**config.mk**
```make
export PLATFORM = sky130hd
export DESIGN_NAME = lamp_scan_ctrl_flat
export DESIGN_NICKNAME = d
export VERILOG_FILES = /design/src/rtl/lamp_pkg.sv /design/src/rtl/lamp_scan_ctrl_if.sv /design/src/rtl/lamp_scan_ctrl_rr_pick.sv /design/src/rtl/lamp_scan_ctrl.sv /design/src/flat_wrapper.sv
export SDC_FILE = /design/constraint.sdc
export NUM_CORES = 1
export LEC_CHECK = 0
export ABC_CLOCK_PERIOD_IN_PS = 5600
export CAP_MARGIN = 5
export CORE_AREA = 3 3 121 123
export CTS_CLUSTER_SIZE = 8
export DETAILED_ROUTE_END_ITERATION = 8
export DIE_AREA = 0 0 124 126
export HOLD_SLACK_MARGIN = 0.03
export PLACE_DENSITY = 0.56
export SYNTH_ARGS = -nofsm -noshare
export SYNTH_HDL_FRONTEND = slang
export SYNTH_SLANG_ARGS = --single-unit
```
**constraint.sdc**
```tcl
create_clock -name clk -period 5.6 [get_ports clk]
set_clock_uncertainty 0.05 [all_clocks]
set_input_delay 1.4 -clock clk [delete_from_list [all_inputs] [get_ports clk]]
set_output_delay 1.4 -clock clk [all_outputs]
set_load 0.05 [all_outputs]
```
**src/rtl/lamp_pkg.sv**
```systemverilog
// Shared sizes and scan FSM state encoding for the lamp scan scheduler.
package lamp_pkg;

  localparam int LAMP_N      = 16;
  localparam int LAMP_ADDR_W = 4;
  localparam int CNT_W       = 8;

  typedef enum logic [1:0] {
    ST_IDLE  = 2'd0,
    ST_ON    = 2'd1,
    ST_BLANK = 2'd2
  } lamp_state_e;

endpackage

```
**src/rtl/lamp_scan_ctrl_if.sv**
```systemverilog
// Lamp request/drive bundle between requesters and the scan scheduler.
interface lamp_scan_ctrl_if;
  import lamp_pkg::*;

  logic [LAMP_N-1:0]      lamp_req;
  logic                   pause;
  logic [LAMP_ADDR_W-1:0] lamp_addr;
  logic                   lamp_en;
  logic [LAMP_N-1:0]      grant;
  logic                   frame_pulse;

  modport master (
    output lamp_req, pause,
    input  lamp_addr, lamp_en, grant, frame_pulse
  );

  modport slave (
    input  lamp_req, pause,
    output lamp_addr, lamp_en, grant, frame_pulse
  );

endinterface

```
**src/rtl/lamp_scan_ctrl_rr_pick.sv**
```systemverilog
// Combinational round-robin picker: first set request at or above ptr, wrapping 15 -> 0.
module rr_pick
  import lamp_pkg::*;
(
  input  logic [LAMP_N-1:0]      req,
  input  logic [LAMP_ADDR_W-1:0] ptr,
  output logic                   found,
  output logic [LAMP_ADDR_W-1:0] idx,
  output logic                   wrapped
);

  logic [LAMP_ADDR_W-1:0] w_cand;

  always_comb begin
    found  = 1'b0;
    idx    = ptr;
    w_cand = ptr;
    for (int i = 0; i < LAMP_N; i++) begin
      w_cand = ptr + LAMP_ADDR_W'(i);
      if (!found && req[w_cand]) begin
        found = 1'b1;
        idx   = w_cand;
      end
    end
  end

  assign wrapped = found && (idx < ptr);

endmodule

```
**src/rtl/lamp_scan_ctrl.sv**
```systemverilog
// Round-robin lamp scan scheduler: DWELL cycles on per grant, BLANK cycles off between grants.
module lamp_scan_ctrl
  import lamp_pkg::*;
#(
  parameter int unsigned DWELL = 8,
  parameter int unsigned BLANK = 2
) (
  input  logic             clk,
  input  logic             reset,
  lamp_scan_ctrl_if.slave  lamp_bus
);

  if (DWELL == 0 || DWELL > 255) begin : g_bad_dwell
    $error("lamp_scan_ctrl: DWELL must be 1..255");
  end
  if (BLANK > 255) begin : g_bad_blank
    $error("lamp_scan_ctrl: BLANK must be 0..255");
  end

  localparam logic [CNT_W-1:0] DWELL_LD = CNT_W'(DWELL - 1);
  localparam logic [CNT_W-1:0] BLANK_LD = (BLANK > 0) ? CNT_W'(BLANK - 1) : '0;

  lamp_state_e            r_state, w_state_nxt;
  logic [LAMP_ADDR_W-1:0] r_ptr, w_ptr_nxt;
  logic [CNT_W-1:0]       r_cnt, w_cnt_nxt;
  logic [LAMP_ADDR_W-1:0] r_addr, w_addr_nxt;
  logic                   r_en, w_en_nxt;
  logic [LAMP_N-1:0]      r_grant, w_grant_nxt;
  logic                   r_frame, w_frame_nxt;

  logic                   w_select;
  logic [LAMP_ADDR_W-1:0] w_pick_ptr;
  logic                   w_found;
  logic [LAMP_ADDR_W-1:0] w_idx;
  logic                   w_wrapped;

  // A gapless re-select out of ON must search from the already-advanced pointer.
  assign w_pick_ptr = (r_state == ST_ON) ? (r_addr + 1'b1) : r_ptr;

  rr_pick u_rr_pick (
    .req     (lamp_bus.lamp_req),
    .ptr     (w_pick_ptr),
    .found   (w_found),
    .idx     (w_idx),
    .wrapped (w_wrapped)
  );

  always_comb begin
    w_state_nxt = r_state;
    w_ptr_nxt   = r_ptr;
    w_cnt_nxt   = r_cnt;
    w_addr_nxt  = r_addr;
    w_frame_nxt = 1'b0;
    w_select    = 1'b0;
    w_en_nxt    = 1'b0;
    w_grant_nxt = '0;

    case (r_state)
      ST_IDLE: w_select = 1'b1;
      ST_ON: begin
        if (!lamp_bus.lamp_req[r_addr] || r_cnt == '0) begin
          w_ptr_nxt = r_addr + 1'b1;
          if (BLANK > 0) begin
            w_state_nxt = ST_BLANK;
            w_cnt_nxt   = BLANK_LD;
          end else begin
            w_select = 1'b1;
          end
        end else begin
          w_cnt_nxt = r_cnt - 1'b1;
        end
      end
      ST_BLANK: begin
        if (r_cnt == '0) begin
          w_select = 1'b1;
        end else begin
          w_cnt_nxt = r_cnt - 1'b1;
        end
      end
      default: w_state_nxt = ST_IDLE;
    endcase

    if (w_select) begin
      if (w_found) begin
        w_state_nxt = ST_ON;
        w_addr_nxt  = w_idx;
        w_cnt_nxt   = DWELL_LD;
        w_frame_nxt = w_wrapped;
      end else begin
        w_state_nxt = ST_IDLE;
        w_cnt_nxt   = '0;
      end
    end

    w_en_nxt    = (w_state_nxt == ST_ON);
    w_grant_nxt = w_en_nxt ? (LAMP_N'(1) << w_addr_nxt) : '0;
  end

  // pause freezes every register, including a frame pulse already on the output.
  always_ff @(posedge clk or posedge reset) begin
    if (reset) begin
      r_state <= ST_IDLE;
      r_ptr   <= '0;
      r_cnt   <= '0;
      r_addr  <= '0;
      r_en    <= 1'b0;
      r_grant <= '0;
      r_frame <= 1'b0;
    end else if (!lamp_bus.pause) begin
      r_state <= w_state_nxt;
      r_ptr   <= w_ptr_nxt;
      r_cnt   <= w_cnt_nxt;
      r_addr  <= w_addr_nxt;
      r_en    <= w_en_nxt;
      r_grant <= w_grant_nxt;
      r_frame <= w_frame_nxt;
    end
  end

  assign lamp_bus.lamp_addr   = r_addr;
  assign lamp_bus.lamp_en     = r_en;
  assign lamp_bus.grant       = r_grant;
  assign lamp_bus.frame_pulse = r_frame;

endmodule
```
**src/flat_wrapper.sv**
```systemverilog
// flat-port wrapper written by rule: the top's interface ports become plain ports
module lamp_scan_ctrl_flat import lamp_pkg::*;
#(
  parameter int unsigned DWELL = 8,
  parameter int unsigned BLANK = 2
)
  (clk, reset, lamp_bus_lamp_req, lamp_bus_pause, lamp_bus_lamp_addr, lamp_bus_lamp_en, lamp_bus_grant, lamp_bus_frame_pulse);
  lamp_scan_ctrl_if lamp_bus_i ();
  input  logic clk;
  input  logic reset;
  input wire logic [$bits(lamp_bus_i.lamp_req)-1:0] lamp_bus_lamp_req;
  input wire logic [$bits(lamp_bus_i.pause)-1:0] lamp_bus_pause;
  output wire logic [$bits(lamp_bus_i.lamp_addr)-1:0] lamp_bus_lamp_addr;
  output wire logic [$bits(lamp_bus_i.lamp_en)-1:0] lamp_bus_lamp_en;
  output wire logic [$bits(lamp_bus_i.grant)-1:0] lamp_bus_grant;
  output wire logic [$bits(lamp_bus_i.frame_pulse)-1:0] lamp_bus_frame_pulse;
  assign lamp_bus_i.lamp_req = lamp_bus_lamp_req;
  assign lamp_bus_i.pause = lamp_bus_pause;
  assign lamp_bus_lamp_addr = lamp_bus_i.lamp_addr;
  assign lamp_bus_lamp_en = lamp_bus_i.lamp_en;
  assign lamp_bus_grant = lamp_bus_i.grant;
  assign lamp_bus_frame_pulse = lamp_bus_i.frame_pulse;
  lamp_scan_ctrl #(.DWELL(DWELL), .BLANK(BLANK)) u_core (.clk(clk), .reset(reset), .lamp_bus(lamp_bus_i));
endmodule
```
==> results of run 1 <==
## final cells by class
class / count / area share [%]
timing repair buffer: 94 / 14.31
sequential: 36 / 16.00
clock buffer: 5 / 2.223
inverter: 31 / 2.067
clock inverter: 3 / 0.7557
tap: 180 / 4.001
multi-input combinational: 438 / 60.64
## metal layers
metal	global-route usage [%]	up-vias	part of all wire [%]
li1	-	2213	-
met1	29.44	2286	45
met2	32.83	194	46
met3	1.931	24	6.3
met4	5.992	0	2.0
met5	0	-	0
## kinds of logic after synthesis
family	Yosys count	synth area share (%)
AO/OA/AOI/OAI	206	33.86
XOR/XNOR	21	4.969
adder cells (fa/ha/maj)	13	3.530
buffers and inverters	61	6.760
flip-flops	36	19.55
multiplexers	50	15.48
AND/OR/NAND/NOR	148	15.86
## layout by cell type (no fill, tap or decap), types with 4 or more instances in the layout
cell type,instances
buf_4,54
clkbuf_16,5
mux4_2,13
a22o_1,5
o32a_1,4
and2_1,6
a21oi_1,41
ha_1,13
nand2b_1,4
nor2b_1,4
o211ai_1,4
nand2_1,53
o22ai_1,8
clkdlybuf4s50_1,40
nor4_1,5
nor2_1,37
inv_1,27
nand3_1,10
o21ai_1,14
mux2_2,14
xnor2_2,5
a2111oi_0,9
nor3_1,13
mux2i_1,18
o21ai_0,12
a21o_1,6
dfrtp_1,36
a211oi_1,28
o31ai_1,7
a211o_1,6
a211oi_2,9
xnor2_1,12
## flip-flops by register name, indices dropped and copies added, names as in the netlist
name and count:
u_core.lamp_bus.frame_pulse 1, u_core.r_ptr 4, u_core.lamp_bus.lamp_addr 4, u_core.r_state 2, u_core.lamp_bus.grant 16, u_core.lamp_bus.lamp_en 1, u_core.r_cnt 8
## worst register-to-register path, delay by kind of cell (launching register included)
| kind | cells | cell delay (ns) |
|---|---|---|
| AO/OA/AOI/OAI | 10 | 2.18 |
| XOR/XNOR | 1 | 0.46 |
| adder cells (fa/ha/maj) | 2 | 0.60 |
| buffers and inverters | 3 | 0.53 |
| flip-flops | 1 | 0.51 |
| multiplexers | 1 | 0.24 |
| AND/OR/NAND/NOR | 2 | 0.56 |
## metrics by stage
stage	setup WS [ns]	area [sq um]	utilization, %
6_report	0.3040	5629	40.87
5_1_grt	0.02407	5629	40.87
3_5_place_dp	0.09787	5448	39.55
4_1_cts	0.2451	5615	40.77
2_1_floorplan	0.2145	4608	-
3_3_place_gp	0.08772	5448	39.55
## final timing paths
| path | end | slack, ns |
|---|---|---|
| hold reg to reg | u_core.lamp_bus.grant[14]$_DFFE_PP0N_ | 0.44 |
| setup reg to reg | u_core.lamp_bus.frame_pulse$_DFFE_PP0N_ | 0.39 |
| max in group asynchronous | u_core.r_cnt[2]$_DFFE_PP0P_ | 3.70 |
| hold / removal | u_core.lamp_bus.grant[14]$_DFFE_PP0N_ | 0.44 |
| min in group asynchronous | u_core.r_ptr[2]$_DFFE_PP0P_ | 1.48 |
| setup / recovery | u_core.lamp_bus.frame_pulse$_DFFE_PP0N_ | 0.30 |
## repair_timing
| item | 4_1_cts | 5_1_grt |
|---|---|---|
| endpoints found under the setup margin | 0 | 15 |
| hold endpoints to repair | 0 | 0 |
| gates resized for setup | 0 | 2 |
==> metrics.cfg, run 1 <==
[outcome]
outcome = finished clean

[floorplan]
num_rows = 43
floorplan.initialDensity_pct = 33.46
core-area_sq_mm = 0.01377
io_pins = 41
die_area_sq_mm = 0.01562
die_height_um = 126
die_w_um = 124

[hold_path]
hp-start = u_core.lamp_bus.grant[14]$_DFFE_PP0N_
whs_path_depth = 2
holdCritPathClass = reg2reg

[global_route]
grt_pass1_wl_mm = 25.31
grt_pass1_vias = 4512
grt.total_usage_pct = 20.57
grt_max_degree = 37
gr-total-overflow = 0
antenna_found_initial = 0

[setup_path]
critPathLaunch = lamp_bus_lamp_req[6]
worstPathArrival_ns = 5.46
max_stage_delay_ns = 0.54
worst_setup_path_end_kind = register
crit_buf_inv = 4
cp_cell_sequence = clkdlybuf4s50_1 -> inv_1 -> a211oi_1 -> a211oi_4 -> a21oi_1 -> o22ai_1 -> o211ai_1 -> buf_4 -> nand2_1 -> a311oi_1 -> o32a_1 -> o32a_1 -> a31oi_1 -> inv_1 -> ha_1 -> o21a_1 -> o21ai_0 -> a22o_1
start_kind = input pin
r2r_cells = 19
crit_family = compound AO/OA/AOI/OAI gates
crit_slowest_cell = a211oi_1
worst-path-stages = 18
worstPathMaxFanout = 5
cp_data_required_time_ns = 5.77
rr_startpoint = u_core.r_state[1]$_DFFE_PP0N_
critPathKind = in2reg

[timing]
rsz0062_at_grt = no
fmaxAchievable_mhz = 188.8
period_needed_ns = 5.296
finalSetupTns_ns = 0
holdWs_ns = 0.4383
hold_violations = 0
maxSlewViolCount = 0
worst_pin_slew_ns = 0.7473
fin_crit_sh_pct = 94.57
relSlewSlack_pct = 49.20
setup_viol = 0

[clock_tree]
clock_latency_ns = 0.28
h-tree-depth = 2
cts_sinks = 36
cts_hold_buf = 0
cts_post_setup_buffers_inserted = 0
clk_pin_slew_ns = 0.06
clk_path_buf_depth = 2
cts_buffers = 5
cts_root_buf = clkbuf_16
cts_tree = done

[drt]
drc = 0
routed_wirelength_mm = 16.08
wl_per_cell_um = 20.43
drtPass1Iterations = 5
num_vias = 4717
viasPerCell = 5.994
drtIter0Drc = 471
drtAntennaViolNets = 0

[synthesis]
ys_top_cells_by_area = dfrtp_1 (20%), mux4_2 (6.4%), a211oi_1 (4.6%), a21oi_1 (4.5%), nand2_1 (4.3%)
synth_area_sq_mm = 0.004608
synth_cell_types = 81
synthFlopType = dfrtp_1
syn-num-nets = 567
ys_async_sr_fraction_pct = 100.0
avgSynthCellArea_sq_um = 8.613
synth_cells = 535
synth.most_common_cell = nand2_1
yosysSeqAreaShare_pct = 19.55
ys_ff_latch = 36
yosysTopAreaCell = dfrtp_1
synth-warning-count = 0
synth_common_cells = nand2_1 (53), a21oi_1 (41), nor2_1 (38), dfrtp_1 (36), a211oi_1 (28)
synth-edff-count = 0
synth_top_area_share_pct = 19.55

[placed_design]
gp_congestion = 0.9538
dp.cells = 779
numPortBuffers = 40
hpwl_mm = 12.71

[final_layout]
nets = 638
multi_input_area_sq_mm = 0.003413
fin_cells = 787
fillers = 1432
final-seq-area_sq_um = 900.9
n_antenna_cell = 0
drive_gt1_share_pct = 21.42
area_growth_pct = 22.16

[flow_run]
max_cap_viol_count = 0

Power of run 1 is left out: the tool's default activity adds up to more than one toggle a clock period on the data nets, which glitch-free logic cannot reach.
==> run 2: changes to the inputs <==
--- a/config.mk
+++ b/config.mk
@@ -8,6 +8,8 @@
 export ABC_CLOCK_PERIOD_IN_PS = 5600
 export CAP_MARGIN = 5
 export CORE_AREA = 3 3 121 123
+export CTS_BUF_LIST = sky130_fd_sc_hd__clkbuf_4 sky130_fd_sc_hd__clkbuf_8 sky130_fd_sc_hd__clkbuf_16
+export CTS_CLUSTER_DIAMETER = 60
 export CTS_CLUSTER_SIZE = 8
 export DETAILED_ROUTE_END_ITERATION = 8
 export DIE_AREA = 0 0 124 126
==> results of run 2 <==
No change in the layout: final DEF, timing and power equal those of run 1.
Power of run 2 is left out for the same reason.
==> run 3: changes to the inputs <==
--- a/config.mk
+++ b/config.mk
@@ -14,7 +14,7 @@
 export DETAILED_ROUTE_END_ITERATION = 8
 export DIE_AREA = 0 0 124 126
 export HOLD_SLACK_MARGIN = 0.03
-export PLACE_DENSITY = 0.56
+export PLACE_DENSITY = 0.49
 export SYNTH_ARGS = -nofsm -noshare
 export SYNTH_HDL_FRONTEND = slang
 export SYNTH_SLANG_ARGS = --single-unit
==> run 3 against run 2 <==
  * Maximum frequency grew 0.48%
  * Via count rose by 0.81%
  * Final cell count rose by 1.1%
  * Critical path type unchanged
  * Largest cell class unchanged
==> metrics.cfg, run 3 (same netlist as run 1, synthesis figures left out) <==
[clock_tree]
cts_sinks = 36
cts_buffers = 5
cts_post_setup_buffers_inserted = 0
clk_pin_slew_ns = 0.06
cts_root_buf = clkbuf_16
h-tree-depth = 2
cts_tree = done
clk_path_buf_depth = 2
cts_hold_buf = 0
clock_latency_ns = 0.28
post_cts_resized = 0

[setup_path]
crit_family = compound AO/OA/AOI/OAI gates
cp_common_cell = a211oi_1
worst_setup_path_end_kind = register
start_kind = input pin
max_stage_delay_ns = 0.53
cp_cell_sequence = clkdlybuf4s50_1 -> inv_1 -> a211oi_1 -> a211oi_1 -> nand2_1 -> a41o_1 -> and2_1 -> or4_4 -> nor3_1 -> a22oi_1 -> a211oi_2 -> ha_1 -> a21boi_0 -> o21a_1 -> o21ai_0 -> a22o_1
critPathKind = in2reg
worstPathArrival_ns = 5.44
cp_data_required_time_ns = 5.77
worstPathMaxFanout = 4
crit_buf_inv = 2
crit_slowest_cell = clkdlybuf4s50_1

[global_route]
gr-total-overflow = 0
grt.total_usage_pct = 20.58
antenna_found_initial = 0
grt_pass1_vias = 4464
grt_max_degree = 41
grt_pass1_wl_mm = 25.14

[hold_path]
holdCritPathClass = reg2reg

[timing]
period_needed_ns = 5.271
setup_viol = 0
hold_violations = 0
maxSlewViolCount = 0
fmaxAchievable_mhz = 189.7
finalSetupTns_ns = 0
fin_crit_sh_pct = 94.12
relSlewSlack_pct = 50.14
rsz0062_at_grt = no
worst_pin_slew_ns = 0.7422

[floorplan]
die_w_um = 124
core-area_sq_mm = 0.01377
die_area_sq_mm = 0.01562
floorplan.initialDensity_pct = 33.46
die_height_um = 126
io_pins = 41
num_rows = 43

[flow_run]
max_cap_viol_count = 0

[final_layout]
final_cell_mix = buf_4 (63), nand2_1 (53), a21oi_1 (41)
largest_reg_flops = 16
drive_gt1_share_pct = 22.40
final_common_cell = buf_4
area_growth_pct = 23.32
nets = 647
n_antenna_cell = 0

[drt]
num_vias = 4755
drc = 0
viasPerCell = 5.974
drtPass1Iterations = 5
drtIter0Drc = 490
drtAntennaViolNets = 0
routed_wirelength_mm = 16.10
wl_per_cell_um = 20.23

[placed_design]
gp_congestion = 0.9403
hpwl_mm = 12.83
numPortBuffers = 40

[outcome]
outcome = finished clean

[run 3: changes by cell type in the layout (fill, tap and decap cells not counted)]
cell and delta:
buf_4 +9, nor2_1 +1, nor2_2 -1, xnor2_2 +1, xnor2_4 -1
[run 3: path summary, 6_finish.rpt]
| kind | startpoint | to | slack [ns] | cells past startpoint |
|---|---|---|---|---|
| worst max-delay path | lamp_bus_lamp_req[13] | u_core.lamp_bus.frame_pulse$_DFFE_PP0N_ | 0.33 | 16 |
| worst min-delay path | u_core.lamp_bus.lamp_en$_DFFE_PP0N_ | u_core.lamp_bus.lamp_en$_DFFE_PP0N_ | 0.43 | 1 |
| worst max register to register | u_core.r_state[1]$_DFFE_PP0N_ | u_core.lamp_bus.frame_pulse$_DFFE_PP0N_ | 0.34 | 18 |
| worst min register to register | u_core.lamp_bus.lamp_en$_DFFE_PP0N_ | u_core.lamp_bus.lamp_en$_DFFE_PP0N_ | 0.43 | 1 |
| max in group asynchronous | reset | u_core.lamp_bus.grant[5]$_DFFE_PP0N_ | 3.69 | 3 |
| min in group asynchronous | reset | u_core.lamp_bus.grant[15]$_DFFE_PP0N_ | 1.48 | 3 |
[run 3: metrics by stage]
step / instance area, sq um / std cells / util (%) / hold WS [ns] / setup WS, ns
finish: 5683 / 796 / 41.26 / 0.4316 / 0.3291
global route: 5683 / 796 / 41.26 / 0.4445 / 0.03190
CTS: 5683 / 796 / 41.26 / 0.4344 / 0.3842
detailed placement: 5515 / 788 / 40.04 / 0.4195 / 0.08293
global placement: 5515 / 788 / 40.04 / 0.4173 / 0.03019
floorplan: 4608 / 535 / - / 0.4267 / 0.2145
[run 3: final cells by class]
cell class                 instances  area [sq um]
fill                            1397          8090
timing repair buffer             103         873.3
sequential                        36         900.9
inverter                          31         116.4
tap                              180         225.2
clock inverter                     3         42.54
clock buffer                       5         125.1
multi-input combinational        438          3400
[run 3: per-layer routing]
layer  global-route usage, %  wire length, um  part of all wire [%]  vias up
li1                        -                -                     -     2228
met1                   28.76             7229                    45     2307
met2                   32.64             7384                    46      187
met3                   2.290              932                   5.8       33
met4                   7.539              557                   3.5        0
met5                       0                0                     0        -
[run 3: worst register-to-register path, cell delays in order (launching register included)]
cell,delay [ns]
dfrtp_1,0.51
nand2b_4,0.21
buf_4,0.26
a21o_4,0.17
inv_1,0.07
ha_1,0.28
xnor2_2,0.62
nand2_1,0.18
a41o_1,0.32
and2_1,0.19
or4_4,0.52
nor3_1,0.39
a22oi_1,0.20
a211oi_2,0.35
ha_1,0.29
a21boi_0,0.13
o21a_1,0.19
o21ai_0,0.14
a22o_1,0.14
Power of run 3 is left out for the same reason.
